## config.mk

```make
export PLATFORM = sky130hd
export DESIGN_NAME = instr_fetch_unit
export DESIGN_NICKNAME = d
export VERILOG_FILES = /design/src/rtl/fetch_pkg.sv /design/src/rtl/fetch_fifo.sv /design/src/rtl/instr_fetch_unit.sv
export SDC_FILE = /design/constraint.sdc
export NUM_CORES = 1
export LEC_CHECK = 0
export ABC_CLOCK_PERIOD_IN_PS = 6200
export BUFFER_PORTS_ARGS = -buffer_cell sky130_fd_sc_hd__buf_4
export CAP_MARGIN = 20
export CELL_PAD_IN_SITES_DETAIL_PLACEMENT = 1
export CELL_PAD_IN_SITES_GLOBAL_PLACEMENT = 2
export CORE_MARGIN = 2
export CORE_UTILIZATION = 37
export CTS_CLUSTER_DIAMETER = 40
export DETAILED_ROUTE_END_ITERATION = 6
export MAX_ROUTING_LAYER = met4
export PLACE_DENSITY_LB_ADDON = 0.05
export SYNTH_ARGS = -nofsm -noshare
export SYNTH_HDL_FRONTEND = slang
export SYNTH_SLANG_ARGS = --single-unit
```

## constraint.sdc

```tcl
create_clock -name clk -period 6.2 [get_ports clk]
set_input_delay 0.62 -clock clk [delete_from_list [all_inputs] [get_ports clk]]
set_output_delay 0.62 -clock clk [all_outputs]
set_load 0.005 [all_outputs]
```

## src/rtl/fetch_pkg.sv

```systemverilog
// Shared types and constants for the instruction fetch unit.
//   XLEN_DEF      default instruction/address width
//   RESET_PC_DEF  default first fetch address
//   NOP           ARM "MOV r0, r0" encoding
//   fetch_entry_t one buffered instruction word with its address
package fetch_pkg;

  localparam int unsigned XLEN_DEF     = 32;
  localparam logic [31:0] RESET_PC_DEF = 32'h0000_0000;
  localparam logic [31:0] NOP          = 32'hE1A0_0000;

  typedef struct packed {
    logic [31:0] instr;
    logic [31:0] pc;
  } fetch_entry_t;

endpackage

```

## src/rtl/fetch_fifo.sv

```systemverilog
// Synchronous FIFO of fetch_entry_t with registered storage (no bypass).
//   clk, reset   clock, synchronous active-low reset
//   push         write push_data (ignored when full unless popping)
//   pop          drop the head (ignored when empty)
//   flush        empty the FIFO at this edge; wins over push/pop
//   head         current head entry (stale contents when empty)
//   count        number of valid entries
//   full, empty  occupancy flags
module fetch_fifo
  import fetch_pkg::*;
#(
  parameter int unsigned DEPTH = 2,
  localparam int unsigned AW = $clog2(DEPTH),
  localparam int unsigned CW = $clog2(DEPTH) + 1
) (
  input  logic          clk,
  input  logic          reset,
  input  logic          push,
  input  fetch_entry_t  push_data,
  input  logic          pop,
  input  logic          flush,
  output fetch_entry_t  head,
  output logic [CW-1:0] count,
  output logic          full,
  output logic          empty
);

  fetch_entry_t  mem [DEPTH];
  logic [AW-1:0] rd_ptr;
  logic [AW-1:0] wr_ptr;
  logic          do_push;
  logic          do_pop;

  assign empty   = (count == '0);
  assign full    = (count == CW'(DEPTH));
  assign do_pop  = pop && !empty;
  assign do_push = push && (!full || do_pop);
  assign head    = mem[rd_ptr];

  // DEPTH is a power of two, so the pointers wrap naturally.
  always_ff @(posedge clk) begin
    if (!reset || flush) begin
      rd_ptr <= '0;
      wr_ptr <= '0;
      count  <= '0;
    end else begin
      if (do_push) wr_ptr <= wr_ptr + AW'(1);
      if (do_pop)  rd_ptr <= rd_ptr + AW'(1);
      count <= count + CW'(do_push) - CW'(do_pop);
    end
  end

  // Storage needs no reset; count gates visibility.
  always_ff @(posedge clk) begin
    if (reset && !flush && do_push) mem[wr_ptr] <= push_data;
  end

endmodule

```

## src/rtl/instr_fetch_unit.sv

```systemverilog
// Instruction fetch unit: issues word fetches, buffers in-order responses and
// hands {instr, pc} downstream. A redirect flushes the buffer and marks every
// outstanding request as stale so its response is dropped.
//   clk, reset                       clock, synchronous active-low reset
//   imem_req_valid/ready/addr        fetch request channel
//   imem_rsp_valid/data              in-order response channel
//   instr_valid/ready, instr         downstream instruction handshake
//   instr_pc, pc_plus8               head address and head address + 8
//   redirect, redirect_target        PC change; target low bits ignored
module instr_fetch_unit
  import fetch_pkg::*;
#(
  parameter int unsigned     XLEN     = XLEN_DEF,
  parameter int unsigned     DEPTH    = 2,
  parameter logic [XLEN-1:0] RESET_PC = XLEN'(RESET_PC_DEF)
) (
  input  logic            clk,
  input  logic            reset,
  output logic            imem_req_valid,
  input  logic            imem_req_ready,
  output logic [XLEN-1:0] imem_req_addr,
  input  logic            imem_rsp_valid,
  input  logic [XLEN-1:0] imem_rsp_data,
  output logic            instr_valid,
  input  logic            instr_ready,
  output logic [XLEN-1:0] instr,
  output logic [XLEN-1:0] instr_pc,
  output logic [XLEN-1:0] pc_plus8,
  input  logic            redirect,
  input  logic [XLEN-1:0] redirect_target
);

  localparam int unsigned CW = $clog2(DEPTH) + 1;

  logic [XLEN-1:0] fetch_pc;
  logic [CW-1:0]   inflight;
  logic [CW-1:0]   discard;
  logic [CW-1:0]   inflight_next;
  logic [CW:0]     occupancy;

  fetch_entry_t    fifo_head, fifo_entry;
  fetch_entry_t    pcq_head, pcq_entry;
  logic [CW-1:0]   fifo_count, pcq_count;
  logic            fifo_full, fifo_empty, pcq_full, pcq_empty;

  logic            pop, accept, rsp, drop, push;
  logic            unused_bits;

  assign pop = !fifo_empty && instr_ready;

  // A head leaving this cycle frees its slot now, which lets a 1-cycle memory
  // sustain one instruction per cycle. pcq_full is a redundant safety guard.
  assign occupancy      = {1'b0, fifo_count} + {1'b0, inflight} - (CW+1)'(pop);
  assign imem_req_valid = reset && !redirect && !pcq_full && (occupancy < (CW+1)'(DEPTH));
  assign imem_req_addr  = fetch_pc;

  assign accept = imem_req_valid && imem_req_ready;
  // Responses with nothing outstanding are ignored entirely.
  assign rsp    = imem_rsp_valid && (inflight != '0);
  assign drop   = redirect || (discard != '0);
  assign push   = rsp && !drop;

  assign inflight_next = inflight + CW'(accept) - CW'(rsp);

  assign pcq_entry  = {32'h0, 32'(fetch_pc)};
  assign fifo_entry = {32'(imem_rsp_data), pcq_head.pc};

  always_ff @(posedge clk) begin
    if (!reset) begin
      fetch_pc <= RESET_PC;
      inflight <= '0;
      discard  <= '0;
    end else begin
      inflight <= inflight_next;
      if (redirect) begin
        fetch_pc <= {redirect_target[XLEN-1:2], 2'b00};
        // Everything still outstanding after this edge is wrong-path.
        discard  <= inflight_next;
      end else begin
        if (accept) fetch_pc <= fetch_pc + XLEN'(4);
        if (rsp && (discard != '0)) discard <= discard - CW'(1);
      end
    end
  end

  // Addresses of outstanding requests; one entry retires per response.
  fetch_fifo #(
    .DEPTH (DEPTH)
  ) u_pc_queue (
    .clk       (clk),
    .reset     (reset),
    .push      (accept),
    .push_data (pcq_entry),
    .pop       (rsp),
    .flush     (1'b0),
    .head      (pcq_head),
    .count     (pcq_count),
    .full      (pcq_full),
    .empty     (pcq_empty)
  );

  fetch_fifo #(
    .DEPTH (DEPTH)
  ) u_instr_fifo (
    .clk       (clk),
    .reset     (reset),
    .push      (push),
    .push_data (fifo_entry),
    .pop       (pop),
    .flush     (redirect),
    .head      (fifo_head),
    .count     (fifo_count),
    .full      (fifo_full),
    .empty     (fifo_empty)
  );

  assign instr_valid = !fifo_empty;
  assign instr       = fifo_empty ? '0 : XLEN'(fifo_head.instr);
  assign instr_pc    = fifo_empty ? '0 : XLEN'(fifo_head.pc);
  assign pc_plus8    = instr_pc + XLEN'(8);

  assign unused_bits = ^{fifo_full, pcq_empty, pcq_count, pcq_head.instr, redirect_target[1:0]};

endmodule
```

==> impl_metrics.tcl <==
set metrics [dict create \
    status "complete, no violations" \
    cts_tree "yes" \
    grt_max_degree 71 \
    rr_startpoint "u_instr_fifo.count[1]" \
    netlist_top_cells_area "edfxtp_1, dfxtp_1, mux2i_1" \
    utilization 0.486 \
    synth_seq_cells 228 \
    nets 1038 \
    final_cells 1316 \
    max_clock_freq_mhz 224 \
    num_rows 59 \
    p_switching_mw 0.997 \
    die_y_um 167 \
    cts-root-buf "clkbuf_16" \
    drtIter0Drc 293 \
    startpoint_type "register" \
    p_per_area_nw_per_um2 322 \
    yosysWarningCount 0 \
    place.gp.congestion 0.791 \
    antenna_found_initial 0 \
    synth_area_per_cell_um2 13.0 \
    synth_edf_count 184 \
    syn-cell-area_um2 9840 \
    worstPathRequired_ns 5.58 \
    grt_pass1_wl_mm 38.4 \
    setup-violations-final 0 \
    drtAntennaViolNets 0 \
    wirelength_mm 24.6 \
    synth_cell_types 52 \
    portBuffers 191 \
    synth_top_family_by_area "simple AND/OR/NAND/NOR gates" \
    finalCritPeriodShare 0.719 \
    slew_viol_final 0 \
    synth_xor_area_frac 0.0409 \
    endpoint_kind "output pin" \
    synthSimpleGateAreaFrac 0.119 \
    synth_top_area_cell "edfxtp_1" \
    async_flop_share 0 \
    vdd_ir_drop_max_v 0.000181 \
    intPower_mw 3.09 \
    pwr-share-seq 0.448 \
    synth_cells 757 \
    finalClockSkew_ns 0.0101 \
    synth_fa_ha_area_frac 0.0148 \
    dieArea_um2 27900 \
    clockPowerShare 0.440 \
    rrSetupSlack_ns 2.31 \
    r2r_end "imem_req_addr[29]" \
    yosys.cell_count.top_type "edfxtp_1" \
    drc 0 \
    vias_per_cell 5.02 \
    post_cts.repair.setup_buffers 0 \
    worstMarginPinSlew_ns 0.864 \
    hpwl_mm 16.9 \
    r2r_cells 14 \
    p_leak_nw 4.63 \
    clkSlewWorstSetupHoldPaths_ns 0.06 \
    relSlewSlack 0.421 \
    ios 200 \
    grt_pass1_vias 6934 \
    synth_compound_area_frac 0.0488 \
    vias 6607 \
    cts_max_level 1 \
    synth_common_cells "edfxtp_1, nor2_1, mux2i_1, dfxtp_1, nand2_1" \
    dieWidth_um 167 \
    seq_area_frac_synth 0.651 \
    cts_buffers 31 \
    start_util 0.378 \
    crit_fanout 39 \
    cts_sinks 228 \
    synthFlopType "edfxtp_1" \
    yosys-mux-area-fraction 0.0975 \
    p_sw_frac 0.244 \
    synth_top_area_share 0.562 \
    gr-total-overflow 0 \
    area_delta_synth_final_pct 28.8 \
    holdCritPathClass "primary input to register" \
    wl_per_cell_um 18.7 \
    combPwrFrac 0.113 \
    setup.worst_path.end "pc_plus8[31]" \
    cp.arrival_ns 3.84 \
    drtPass1Iterations 4 \
    final.setup.tns_ns 0 \
    final_layout_size_suffix_gt1_frac 0.302 \
    core_area_um2 26100 \
    max-cap-violations 0 \
    clkLatencyLatePin_ns 0.54 \
    rsz0062_at_grt "no" \
    hold_buffers 0 \
    cts_max_path_buffers 3 \
    path_class "register to output pin" \
    track_usage 0.176 \
    cts_resized 0 \
    hold_viol 0 \
    fin_crit_ns 4.46 \
    n_antenna_cell 0 \
    dp_cells 1259 \
]
## flip-flops by register name (all words and copies together), names as in the netlist, named ones only
| name | count |
|---|---|
| u_pc_queue.wr_ptr | 1 |
| u_instr_fifo.mem | 124 |
| u_pc_queue.mem | 60 |
| u_instr_fifo.count | 2 |
| u_pc_queue.rd_ptr | 1 |
| inflight | 2 |
| discard | 2 |
| u_pc_queue.count | 2 |
| u_instr_fifo.rd_ptr | 1 |
| u_instr_fifo.wr_ptr | 1 |
| imem_req_addr | 30 |
## power groups by stage
stage | Clock, mW | Combinational [mW] | Sequential [mW]
6_report | 1.80 | 0.461 | 1.83
5_1_grt | 1.90 | 0.511 | 1.84
4_1_cts | 1.84 | 0.469 | 1.83
3_5_place_dp | 0 | 0.465 | 1.86
3_3_place_gp | 0 | 0.440 | 1.85
2_1_floorplan | 0 | 0.264 | 1.84
## how the worst min path moves through the flow
| stage | start | end | cells after the start |
|---|---|---|---|
| after floorplan | u_instr_fifo.rd_ptr | register | 2 |
| after global placement | u_pc_queue.rd_ptr | u_pc_queue.rd_ptr | 2 |
| after detailed placement | u_instr_fifo.rd_ptr | u_instr_fifo.rd_ptr | 2 |
| after CTS | imem_rsp_data[3] | u_instr_fifo.mem[0][35] | 1 |
| after global routing | imem_rsp_data[3] | u_instr_fifo.mem[0][35] | 1 |
| final | imem_rsp_data[3] | u_instr_fifo.mem[0][35] | 1 |
## logic make-up (layout without fill, tap and decap cells)
logic type               Yosys count  count (layout)
buffers and inverters             58             277
AND/OR/NAND/NOR                  241             241
AO/OA/AOI/OAI                     80              80
XOR/XNOR                          46              46
flip-flops                       228             228
other                              1               6
multiplexers                      92              92
adder cells (fa/ha/maj)           11              11
## placed cells by master (no fill, tap or decap), types with 4 or more instances in the layout
cell type	instances
inv_1	18
buf_4	200
a21oi_1	21
and2_1	6
clkbuf_1	6
nand4_1	17
a31oi_1	12
o21ai_0	25
dfxtp_1	43
clkbuf_16	31
conb_1	6
a211oi_1	5
nor3_1	9
xor2_1	18
and3_1	5
bufinv_16	4
inv_8	5
nand2_1	32
nor4_1	4
edfxtp_1	184
or3_1	7
ha_1	10
mux2_2	31
mux2i_1	61
nor2_1	104
a22oi_1	4
nand3_1	30
xnor2_1	28
## routing by layer
layer  track usage  vias to the layer above  wire [um]
li1              -                     3189          -
met1         0.236                     3192      11200
met2         0.286                      196      11700
met3        0.0266                       30       1330
met4        0.0382                        0        377
met5             -                        -          0
## final cells by class
cell class / instances / area, um^2
clock buffer: 38 / 812
clock inverter: 19 / 253
fill: 2703 / 13400
inverter: 20 / 75.1
multi-input combinational: 476 / 3200
sequential: 228 / 6410
tap: 335 / 419
timing repair buffer: 200 / 1500
## critical path, stage by stage, from the launching register on
cell      delay, ns
dfxtp_4        0.70
buf_4          0.59
mux2i_1        0.16
nor2_1         0.17
ha_1           0.26
nand4_1        0.22
or3_1          0.50
nand4b_1       0.25
xnor2_1        0.21
buf_4          0.14
## metrics by stage
stage	power [mW]	hold WS, ns	worst slack [ns]	instance area [um^2]
after floorplan	2.10	0.481	1.65	9860
after global placement	2.29	0.497	2.04	11600
after detailed placement	2.33	0.507	2.01	11600
after CTS	4.14	0.235	1.60	12700
after global routing	4.25	0.237	1.46	12700
final	4.09	0.264	1.74	12700
No activity file was read; power rests on OpenSTA's default activity.
